`config.mk`:
```
export PLATFORM = sky130hd
export DESIGN_NAME = coo_adj_responder
export DESIGN_NICKNAME = d
export VERILOG_FILES = /design/src/rtl/coo_adj_responder.sv
export SDC_FILE = /design/constraint.sdc
export NUM_CORES = 1
export LEC_CHECK = 0
export ABC_AREA = 1
export BUFFER_PORTS_ARGS = -buffer_cell sky130_fd_sc_hd__buf_2
export CAP_MARGIN = 20
export CORE_ASPECT_RATIO = 1.1
export CORE_MARGIN = 4
export CORE_UTILIZATION = 52
export DETAILED_ROUTE_END_ITERATION = 10
export GPL_ROUTABILITY_DRIVEN = 0
export PLACE_DENSITY = 0.75
export SLEW_MARGIN = 20
export SYNTH_ARGS = -nofsm -noshare
export SYNTH_HDL_FRONTEND = slang
export SYNTH_SLANG_ARGS = --single-unit
```
`constraint.sdc`:
```
create_clock -name clk -period 1.3 [get_ports clk]
set_input_delay 0.13 -clock clk [delete_from_list [all_inputs] [get_ports clk]]
set_output_delay 0.13 -clock clk [all_outputs]
set_load 0.05 [all_outputs]
```
`src/rtl/coo_adj_responder.sv`:
```
// Memory-side responder for the COO adjacency traversal: serially loads the 2 x N index
// table, then serves entry pointer, self-loop flag and the selected FM*WM row index.
module coo_adj_responder #(
    parameter int FM_WM_ROWS      = 6,
    parameter int COO_NUM_OF_COLS = 6,
    parameter int COO_NUM_OF_ROWS = 2,
    parameter int COO_BW          = $clog2(COO_NUM_OF_COLS),
    parameter int IDX_W           = $clog2(FM_WM_ROWS)
) (
    input  logic               clk,
    input  logic               reset,
    input  logic               load_valid,
    output logic               load_ready,
    input  logic [2*IDX_W-1:0] load_data,
    output logic               done,
    input  logic               coo_incr,
    input  logic               cnt_reset,
    input  logic               fm_wm_row,
    input  logic               adj_fm_wm_done,
    output logic [COO_BW-1:0]  coo_address,
    output logic               skip,
    output logic [IDX_W-1:0]   fm_wm_addr,
    output logic               idx_err
);

    typedef enum logic {
        LOAD  = 1'b0,
        SERVE = 1'b1
    } state_t;

    localparam logic [COO_BW-1:0] LAST_COL   = COO_BW'(COO_NUM_OF_COLS - 1);
    localparam logic [IDX_W:0]    ROWS_LIMIT = (IDX_W + 1)'(FM_WM_ROWS);

    state_t            state_q, state_d;
    logic [COO_BW-1:0] load_cnt_q, load_cnt_d;
    logic [COO_BW-1:0] ptr_q, ptr_d;
    logic              idx_err_q, idx_err_d;
    logic [IDX_W-1:0]  tbl_q [COO_NUM_OF_ROWS][COO_NUM_OF_COLS];

    logic [IDX_W-1:0]  src_idx;
    logic [IDX_W-1:0]  nbr_idx;
    logic              load_hs;
    logic              bad_idx;

    assign src_idx = load_data[IDX_W-1:0];
    assign nbr_idx = load_data[2*IDX_W-1:IDX_W];
    assign load_hs = load_valid && load_ready;
    assign bad_idx = ({1'b0, src_idx} >= ROWS_LIMIT) || ({1'b0, nbr_idx} >= ROWS_LIMIT);

    always_ff @(posedge clk or posedge reset) begin
        if (reset) begin
            state_q    <= LOAD;
            load_cnt_q <= '0;
            ptr_q      <= '0;
            idx_err_q  <= 1'b0;
        end else begin
            state_q    <= state_d;
            load_cnt_q <= load_cnt_d;
            ptr_q      <= ptr_d;
            idx_err_q  <= idx_err_d;
        end
    end

    // Out-of-range words are still stored; idx_err only flags them.
    always_ff @(posedge clk or posedge reset) begin
        if (reset) begin
            for (int r = 0; r < COO_NUM_OF_ROWS; r++) begin
                for (int c = 0; c < COO_NUM_OF_COLS; c++) begin
                    tbl_q[r][c] <= '0;
                end
            end
        end else if (load_hs) begin
            tbl_q[0][load_cnt_q] <= src_idx;
            tbl_q[1][load_cnt_q] <= nbr_idx;
        end
    end

    always_comb begin
        state_d    = state_q;
        load_cnt_d = load_cnt_q;
        ptr_d      = ptr_q;
        idx_err_d  = idx_err_q;
        load_ready = 1'b0;
        done       = 1'b0;
        unique case (state_q)
            LOAD: begin
                load_ready = 1'b1;
                ptr_d      = '0;
                if (load_hs) begin
                    if (bad_idx) begin
                        idx_err_d = 1'b1;
                    end
                    if (load_cnt_q == LAST_COL) begin
                        load_cnt_d = '0;
                        state_d    = SERVE;
                    end else begin
                        load_cnt_d = load_cnt_q + 1'b1;
                    end
                end
            end
            SERVE: begin
                done = 1'b1;
                if (adj_fm_wm_done) begin
                    state_d = LOAD;
                    ptr_d   = '0;
                end else if (cnt_reset) begin
                    ptr_d = '0;
                end else if (coo_incr && (ptr_q != LAST_COL)) begin
                    ptr_d = ptr_q + 1'b1;
                end
            end
            default: state_d = LOAD;
        endcase
    end

    assign coo_address = ptr_q;
    assign skip        = (tbl_q[0][ptr_q] == tbl_q[1][ptr_q]);
    assign fm_wm_addr  = tbl_q[fm_wm_row][ptr_q];
    assign idx_err     = idx_err_q;

endmodule

```
==> results of run 1 <==
## worst max path at each step
stage	start	cells after the start	to	slack, ns
final	coo_address[0]$_DFFE_PP0P_	11	skip	-0.61
after global routing	coo_address[0]$_DFFE_PP0P_	11	skip	-0.72
after CTS	coo_address[0]$_DFFE_PP0P_	11	skip	-0.58
after detailed placement	coo_address[0]$_DFFE_PP0P_	11	skip	-0.36
after global placement	coo_address[0]$_DFFE_PP0P_	11	skip	-0.33
after floorplan	coo_address[0]$_DFFE_PP0P_	11	skip	-0.37
## metal layers
layer  vias up  GRT usage
li1       1007          -
met1      1019      0.295
met2        75      0.397
met3        19     0.0488
met4         0     0.0954
met5         -          0
## power by group through the flow
stage          clock [W]  sequential, W  combinational [W]
3_3_place_gp           0        0.00230            0.00220
6_report         0.00104        0.00232            0.00255
4_1_cts          0.00104        0.00230            0.00241
5_1_grt          0.00110        0.00238            0.00284
3_5_place_dp           0        0.00232            0.00228
2_1_floorplan          0        0.00223            0.00172
## cells in the final DEF, fill, tap and decap left out, types with 2 or more instances in the layout
cell type and n:
nor2_2 2, buf_12 3, o21ai_1 42, inv_1 21
nor2_4 7, nor2_1 5, clkbuf_8 5, dfrtp_2 4
buf_6 3, nand4_1 2, a21oi_1 2, o21ai_0 3
buf_2 16, nand3_2 5, buf_8 2, nand2_2 5
nand2_4 7, dfrtp_1 40, inv_6 2, nand3_1 13
o211ai_1 2, buf_4 29, a21oi_2 4, nand2_1 90
## flip-flops by register name, indices dropped and copies added, names as in the netlist
signal,count
tbl_q,36
idx_err,1
coo_address,3
state_q,1
load_cnt_q,3
## worst max-delay path: cells and delay by family, from the launching register on
family                 cells  cell delay [ns]
DFF                        1             0.46
buffers and inverters      3             0.40
and+or+nand+nor            8             0.63
## cell families (layout without fill, tap and decap cells)
kind of cell / Yosys count / in the layout / synth area share
compound gates: 60 / 60 / 0.147
xor+xnor: 1 / 1 / 0.00406
flops: 44 / 44 / 0.510
simple gates: 137 / 137 / 0.254
buf+inv: 36 / 88 / 0.0736
fa+ha+maj: 2 / 2 / 0.0116
## cells in the mapped netlist
cell,instances,area (um^2)
ha_1,2,25.0
nand2_2,1,6.26
nor2_1,13,48.8
o21ai_0,43,215
o211ai_1,2,15.0
nor2_2,1,6.26
inv_2,2,7.51
a21boi_0,1,7.51
nand2_1,101,379
o21ai_1,4,20.0
nand4_1,2,12.5
buf_6,2,22.5
nand3_1,18,90.1
o21a_1,1,7.51
inv_1,21,78.8
buf_4,1,7.51
a31o_2,1,8.76
o22ai_1,1,6.26
nor3_1,1,5.00
a21oi_1,6,30.0
xor2_1,1,8.76
buf_2,2,10.0
clkinv_1,1,3.75
inv_4,1,6.26
clkbuf_1,6,22.5
a22oi_1,1,7.51
dfrtp_1,44,1100
## metrics by stage
| step | cells | setup WS (ns) | area, um^2 |
|---|---|---|---|
| after floorplan | 280 | -0.372 | 2340 |
| after global placement | 371 | -0.326 | 2640 |
| after detailed placement | 371 | -0.358 | 2640 |
| after CTS | 382 | -0.581 | 2830 |
| after global routing | 384 | -0.716 | 2920 |
| final | 384 | -0.610 | 2920 |
## layout make-up
cell class	instances	area, um^2	share of cell area
Clock buffer	6	72.6	0.0249
Clock inverter	2	35.0	0.0120
Inverter	25	111	0.0381
Multi-Input combinational cell	200	1090	0.374
Sequential cell	44	1110	0.379
Tap cell	52	65.1	0.0223
Timing Repair Buffer	54	432	0.148
Timing Repair inverter	1	6.26	0.00214
## what timing repair did
item                                   in CTS  in global routing
setup endpoints to repair                   8                 27
endpoints found under the hold margin      44                  0
buffers inserted                            1                  2
hold buffers                                1                  0
gates cloned                                1                  0
gates resized for setup                    21                 18
pin swaps                                   2                  2
==> results.py, run 1 <==
metrics = {
    "run": {
        "max_cap_violations": 0,
    },
    "layout": {
        "antenna_cells_inserted": 0,
        "final_util": 0.731,
        "drive_gt1_frac": 0.316,
        "num-nets-final": 346,
        "num-fill-cells": 323,
        "area_delta_synth_final_pct": 35.2,
    },
    "hold_path": {
        "whs_path_depth": 2,
        "hold_path.startpoint": "adj_fm_wm_done",
        "hold_path_class": "in2reg",
        "min_delay_worst_endpoint": "state_q$_DFF_PP0_",
    },
    "sta": {
        "hold_viol_final": 0,
        "final.setup_skew_ns": 0.00789,
        "grt_setup_unrepaired": "yes",
        "worst_hold_slack_ns": 0.0163,
        "setup_viol_count_final": 8,
        "timing_max_transition_violations_final": 0,
        "fmax_mhz": 524,
        "totalNegativeSetupSlack_ns": -2.72,
        "worst_pin_slew_ns": 0.361,
        "finalWorstPathRequiredPeriod_ns": 1.91,
        "worst_slack_ns": -0.610,
        "timing.max_slew.rel_slack": 0.758,
        "post_route_fraction_of_the_period_consumed_by_the_critical_path": 1.47,
    },
    "routing": {
        "wl_per_cell_um": 15.5,
        "met3_wirelength_um": 356,
        "drt_iter0_drc": 176,
        "remaining_drc_errors": 0,
        "drt_first_pass_iters": 5,
        "topRoutingLayerUsed": "met4",
        "routed-wl-met2_mm": 2.98,
        "wl_met1_mm": 2.47,
        "routed_wl_mm": 5.96,
        "route.vias.total": 2120,
        "detail-route-antenna-nets": 0,
        "viasPerCell": 5.52,
    },
    "critical_path": {
        "critPathMostFrequentCell": "nand2_1",
        "regToRegSetupSlack_ns": -0.19,
        "worstReg2RegEnd": "coo_address[2]$_DFFE_PP0P_",
        "worst_setup_ep_type": "output port",
        "worstPathCellList": "buf_12 > nand2_1 > nand3_1 > nand3_2 > nand2_1 > inv_1 > nand2_1 > nand2_1 > nand2_2 > nor2_4 > buf_6",
        "critPathArrivalTime_ns": 1.78,
        "critPathMaxFanout": 21,
        "worstSetupStartpointType": "flip-flop",
        "cpPeakStageDelay_ns": 0.46,
        "worstRegToRegCells": 8,
        "worst-endpoint-required_ns": 1.17,
        "worstReg2RegStart": "coo_address[0]$_DFFE_PP0P_",
        "max_stage_delay_cell_worst_path": "dfrtp_2",
        "critical_path_class": "reg2out",
    },
    "grt": {
        "global_route_overflow": 0,
        "grt_antenna_before_repair": 0,
        "gr-usage-all-layers": 0.233,
        "grt_pass1_wl_mm": 9.49,
        "first_global_vias": 1998,
        "grt_start_max_net_pins": 45,
    },
    "run_status": {
        "failed_checks": "setup timing",
        "status": "finished with violations",
    },
    "clock_network": {
        "max-clock-path-buffers": 2,
        "clock_buffer_count_from_cts": 5,
        "path_clk_slew_ns": 0.09,
        "clk-insertion-delay-late_ns": 0.30,
        "clock_sinks": 44,
        "cts_tree": "yes",
        "cts_max_level": 2,
        "root_driver": "clkbuf_8",
    },
    "power_and_ir_drop": {
        "power.density_cell_area_mw_per_mm2": 2020,
        "totalPowerFinal_w": 0.00591,
        "pwr-share-comb": 0.432,
        "clock_power_share": 0.176,
        "internal_power_w": 0.00354,
        "p_sw_frac": 0.401,
        "vdd_ir_drop_max_uv": 1340,
        "power.net_switching_w": 0.00237,
        "portion_of_total_power_attributed_to_sequential_cells": 0.392,
        "power_leakage_nw": 1.46,
    },
    "logic_synthesis": {
        "netlist-cell-type-count": 27,
        "ys.warnings.count": 0,
        "seq_area_frac_synth": 0.510,
        "avgSynthCellArea_um2": 7.71,
        "synthesis.area_mm2": 0.00216,
        "mappedNetlistNets": 295,
        "synthesis.instances": 280,
        "register_bit_total_from_synthesis": 44,
    },
    "die": {
        "die_w_um": 69.4,
        "die_height_um": 75.6,
        "fp.dieArea_mm2": 0.00525,
        "floorplan.initialDensity": 0.541,
        "core_area_mm2": 0.00399,
        "core.rowCount": 24,
        "count_of_pins_on_the_block_boundary": 23,
    },
    "placement": {
        "placement.io_buffers": 22,
        "detail_placement_hpwl_mm": 4.08,
    },
}
Note: power is estimated with default switching activity, not from simulation.
==> inputs of run 2 (changes only) <==
HOLD_SLACK_MARGIN = 0.03   (was default)
SKIP_LAST_GASP = 1   (was default)
==> run 2 against run 1 <==
Effect of this change:
- the flow still finishes with violations (setup timing)
- sequential power about the same
- combinational power is 2% lower
- worst setup slack better by 0.0017 ns
- highest routed layer unchanged
==> results.py, run 2 (synthesis results as in run 1) <==
metrics = {
    "layout": {
        "num-fill-cells": 326,
        "largest-register": "tbl_q",
        "layout.cells.most_common": "nand2_1",
        "max_reg_flops": 36,
        "mostFrequentLayoutCells": "nand2_1 (92), o21ai_1 (42), dfrtp_1 (40)",
        "antenna_cells_inserted": 0,
        "num-nets-final": 347,
        "final-seq-area_mm2": 0.00111,
        "footprint_of_the_multi_input_gates_mm2": 0.00106,
        "finish.cell_count_without_fillers": 385,
        "drive_gt1_frac": 0.288,
        "area_delta_synth_final_pct": 33.7,
    },
    "routing": {
        "met3_wirelength_um": 310,
        "route.vias.total": 2076,
        "wl_met1_mm": 2.49,
        "detail-route-antenna-nets": 0,
        "wl_per_cell_um": 15.1,
        "routed_wl_mm": 5.82,
        "remaining_drc_errors": 0,
        "drt_iter0_drc": 176,
        "routed-wl-met2_mm": 2.88,
        "drt_first_pass_iters": 4,
        "viasPerCell": 5.39,
        "topRoutingLayerUsed": "met4",
    },
    "critical_path": {
        "cp.buffers_inverters": 3,
        "cpPeakStageDelay_ns": 0.49,
        "worstPathCellList": "buf_12 > nand3_1 > nand3_2 > buf_4 > a21oi_1 > o21a_2 > buf_6",
        "critical_path_class": "reg2out",
        "critPathMaxFanout": 8,
        "max_stage_delay_cell_worst_path": "dfrtp_2",
        "worst_setup_ep_type": "output port",
        "worstSetupStartpointType": "flip-flop",
        "timing.critical_path.max_delay_family": "flip-flops",
        "worst-endpoint-required_ns": 1.17,
        "critPathArrivalTime_ns": 1.78,
    },
    "sta": {
        "worst_slack_ns": -0.608,
        "timing.max_slew.rel_slack": 0.758,
        "final.setup_skew_ns": 0.00932,
        "hold_viol_final": 0,
        "fmax_mhz": 524,
        "setup_viol_count_final": 8,
        "grt_setup_unrepaired": "yes",
        "worst_pin_slew_ns": 0.361,
        "post_route_fraction_of_the_period_consumed_by_the_critical_path": 1.47,
        "timing_max_transition_violations_final": 0,
        "totalNegativeSetupSlack_ns": -2.89,
        "finalWorstPathRequiredPeriod_ns": 1.91,
    },
    "die": {
        "core_area_mm2": 0.00399,
        "fp.dieArea_mm2": 0.00525,
        "die_w_um": 69.4,
        "floorplan.initialDensity": 0.541,
        "count_of_pins_on_the_block_boundary": 23,
        "core.rowCount": 24,
        "die_height_um": 75.6,
    },
    "grt": {
        "gr-usage-all-layers": 0.233,
        "grt_antenna_before_repair": 0,
        "first_global_vias": 1993,
        "grt_start_max_net_pins": 45,
        "grt_pass1_wl_mm": 9.50,
        "global_route_overflow": 0,
    },
    "placement": {
        "preCtsSetupSlack_ns": -0.358,
        "dp_cells": 371,
        "placement.io_buffers": 22,
        "detail_placement_hpwl_mm": 4.08,
    },
    "clock_network": {
        "clock_buffer_count_from_cts": 5,
        "clock_sinks": 44,
        "cts_tree": "yes",
        "path_clk_slew_ns": 0.09,
        "root_driver": "clkbuf_8",
        "max-clock-path-buffers": 2,
        "clk-insertion-delay-late_ns": 0.30,
        "cts_max_level": 2,
    },
    "run": {
        "max_cap_violations": 0,
    },
    "power_and_ir_drop": {
        "clock_power_share": 0.177,
        "internal_power_w": 0.00351,
        "p_sw_frac": 0.399,
        "vdd_ir_drop_max_uv": 1350,
        "power.net_switching_w": 0.00233,
        "power.density_cell_area_mw_per_mm2": 2020,
        "power_leakage_nw": 1.46,
        "portion_of_total_power_attributed_to_sequential_cells": 0.396,
        "pwr-share-comb": 0.427,
    },
    "run_status": {
        "status": "finished with violations",
        "failed_checks": "setup timing",
    },
    "hold_path": {
        "hold_path_class": "in2reg",
    },
}
-- run 2: changes by cell type in the layout (fill, tap and decap cells not counted), moves of 2 or more --
cell,delta
a21oi_2,-2
nand3_2,-2
buf_8,-2
nand2_1,+2
a21oi_1,+2
buf_6,+2
nand3_1,+2
-- run 2: area by class of cell --
| class | count | area share |
|---|---|---|
| clock buffer | 6 | 0.0251 |
| inverter | 25 | 0.0386 |
| timing repair inverter | 1 | 0.00217 |
| multi-input combinational | 200 | 0.366 |
| tap | 52 | 0.0225 |
| timing repair buffer | 55 | 0.150 |
| clock inverter | 2 | 0.0121 |
| sequential | 44 | 0.383 |
-- run 2: repair_timing --
action | in CTS | in global routing
resized for setup | 18 | 9
endpoints found under the setup margin | 8 | 28
hold buffers | 2 | 0
endpoints found under the hold margin | 45 | 0
pin swaps | 2 | 2
gates cloned | 1 | 0
setup buffers | 1 | 2
-- run 2: power by group through the flow --
stage | logic (W) | registers, W | clock network (W)
3_5_place_dp | 0.00228 | 0.00232 | 0
4_1_cts | 0.00241 | 0.00230 | 0.00104
3_3_place_gp | 0.00220 | 0.00230 | 0
5_1_grt | 0.00278 | 0.00237 | 0.00110
2_1_floorplan | 0.00172 | 0.00223 | 0
6_report | 0.00249 | 0.00231 | 0.00103
-- run 2: through the flow --
| stage | area, um^2 | total power [W] | utilization | hold slack, ns |
|---|---|---|---|---|
| finish | 2890 | 0.00584 | 0.723 | 0.127 |
| global route | 2890 | 0.00625 | 0.723 | 0.128 |
| CTS | 2840 | 0.00575 | 0.710 | 0.127 |
| detailed placement | 2640 | 0.00459 | 0.660 | 0.210 |
| global placement | 2640 | 0.00450 | 0.660 | 0.204 |
| floorplan | 2340 | 0.00395 | - | 0.221 |
-- run 2: worst paths after layout --
path,start,end,slack (ns),cells past startpoint
max,coo_address[1]$_DFFE_PP0P_,fm_wm_addr[2],-0.61,7
min reg2reg,idx_err$_DFFE_PP0P_,idx_err$_DFFE_PP0P_,0.49,1
min in group asynchronous,reset,tbl_q[7]$_DFFE_PP0P_,0.44,4
min,load_valid,idx_err$_DFFE_PP0P_,0.13,2
max in group asynchronous,reset,state_q$_DFF_PP0_,0.65,4
max reg2reg,coo_address[0]$_DFFE_PP0P_,coo_address[2]$_DFFE_PP0P_,-0.25,8
-- run 2: layer usage --
metal | vias up | GRT usage
met4 | 0 | 0.0976
met1 | 979 | 0.296
met2 | 71 | 0.397
met3 | 14 | 0.0475
met5 | - | 0
li1 | 1012 | -
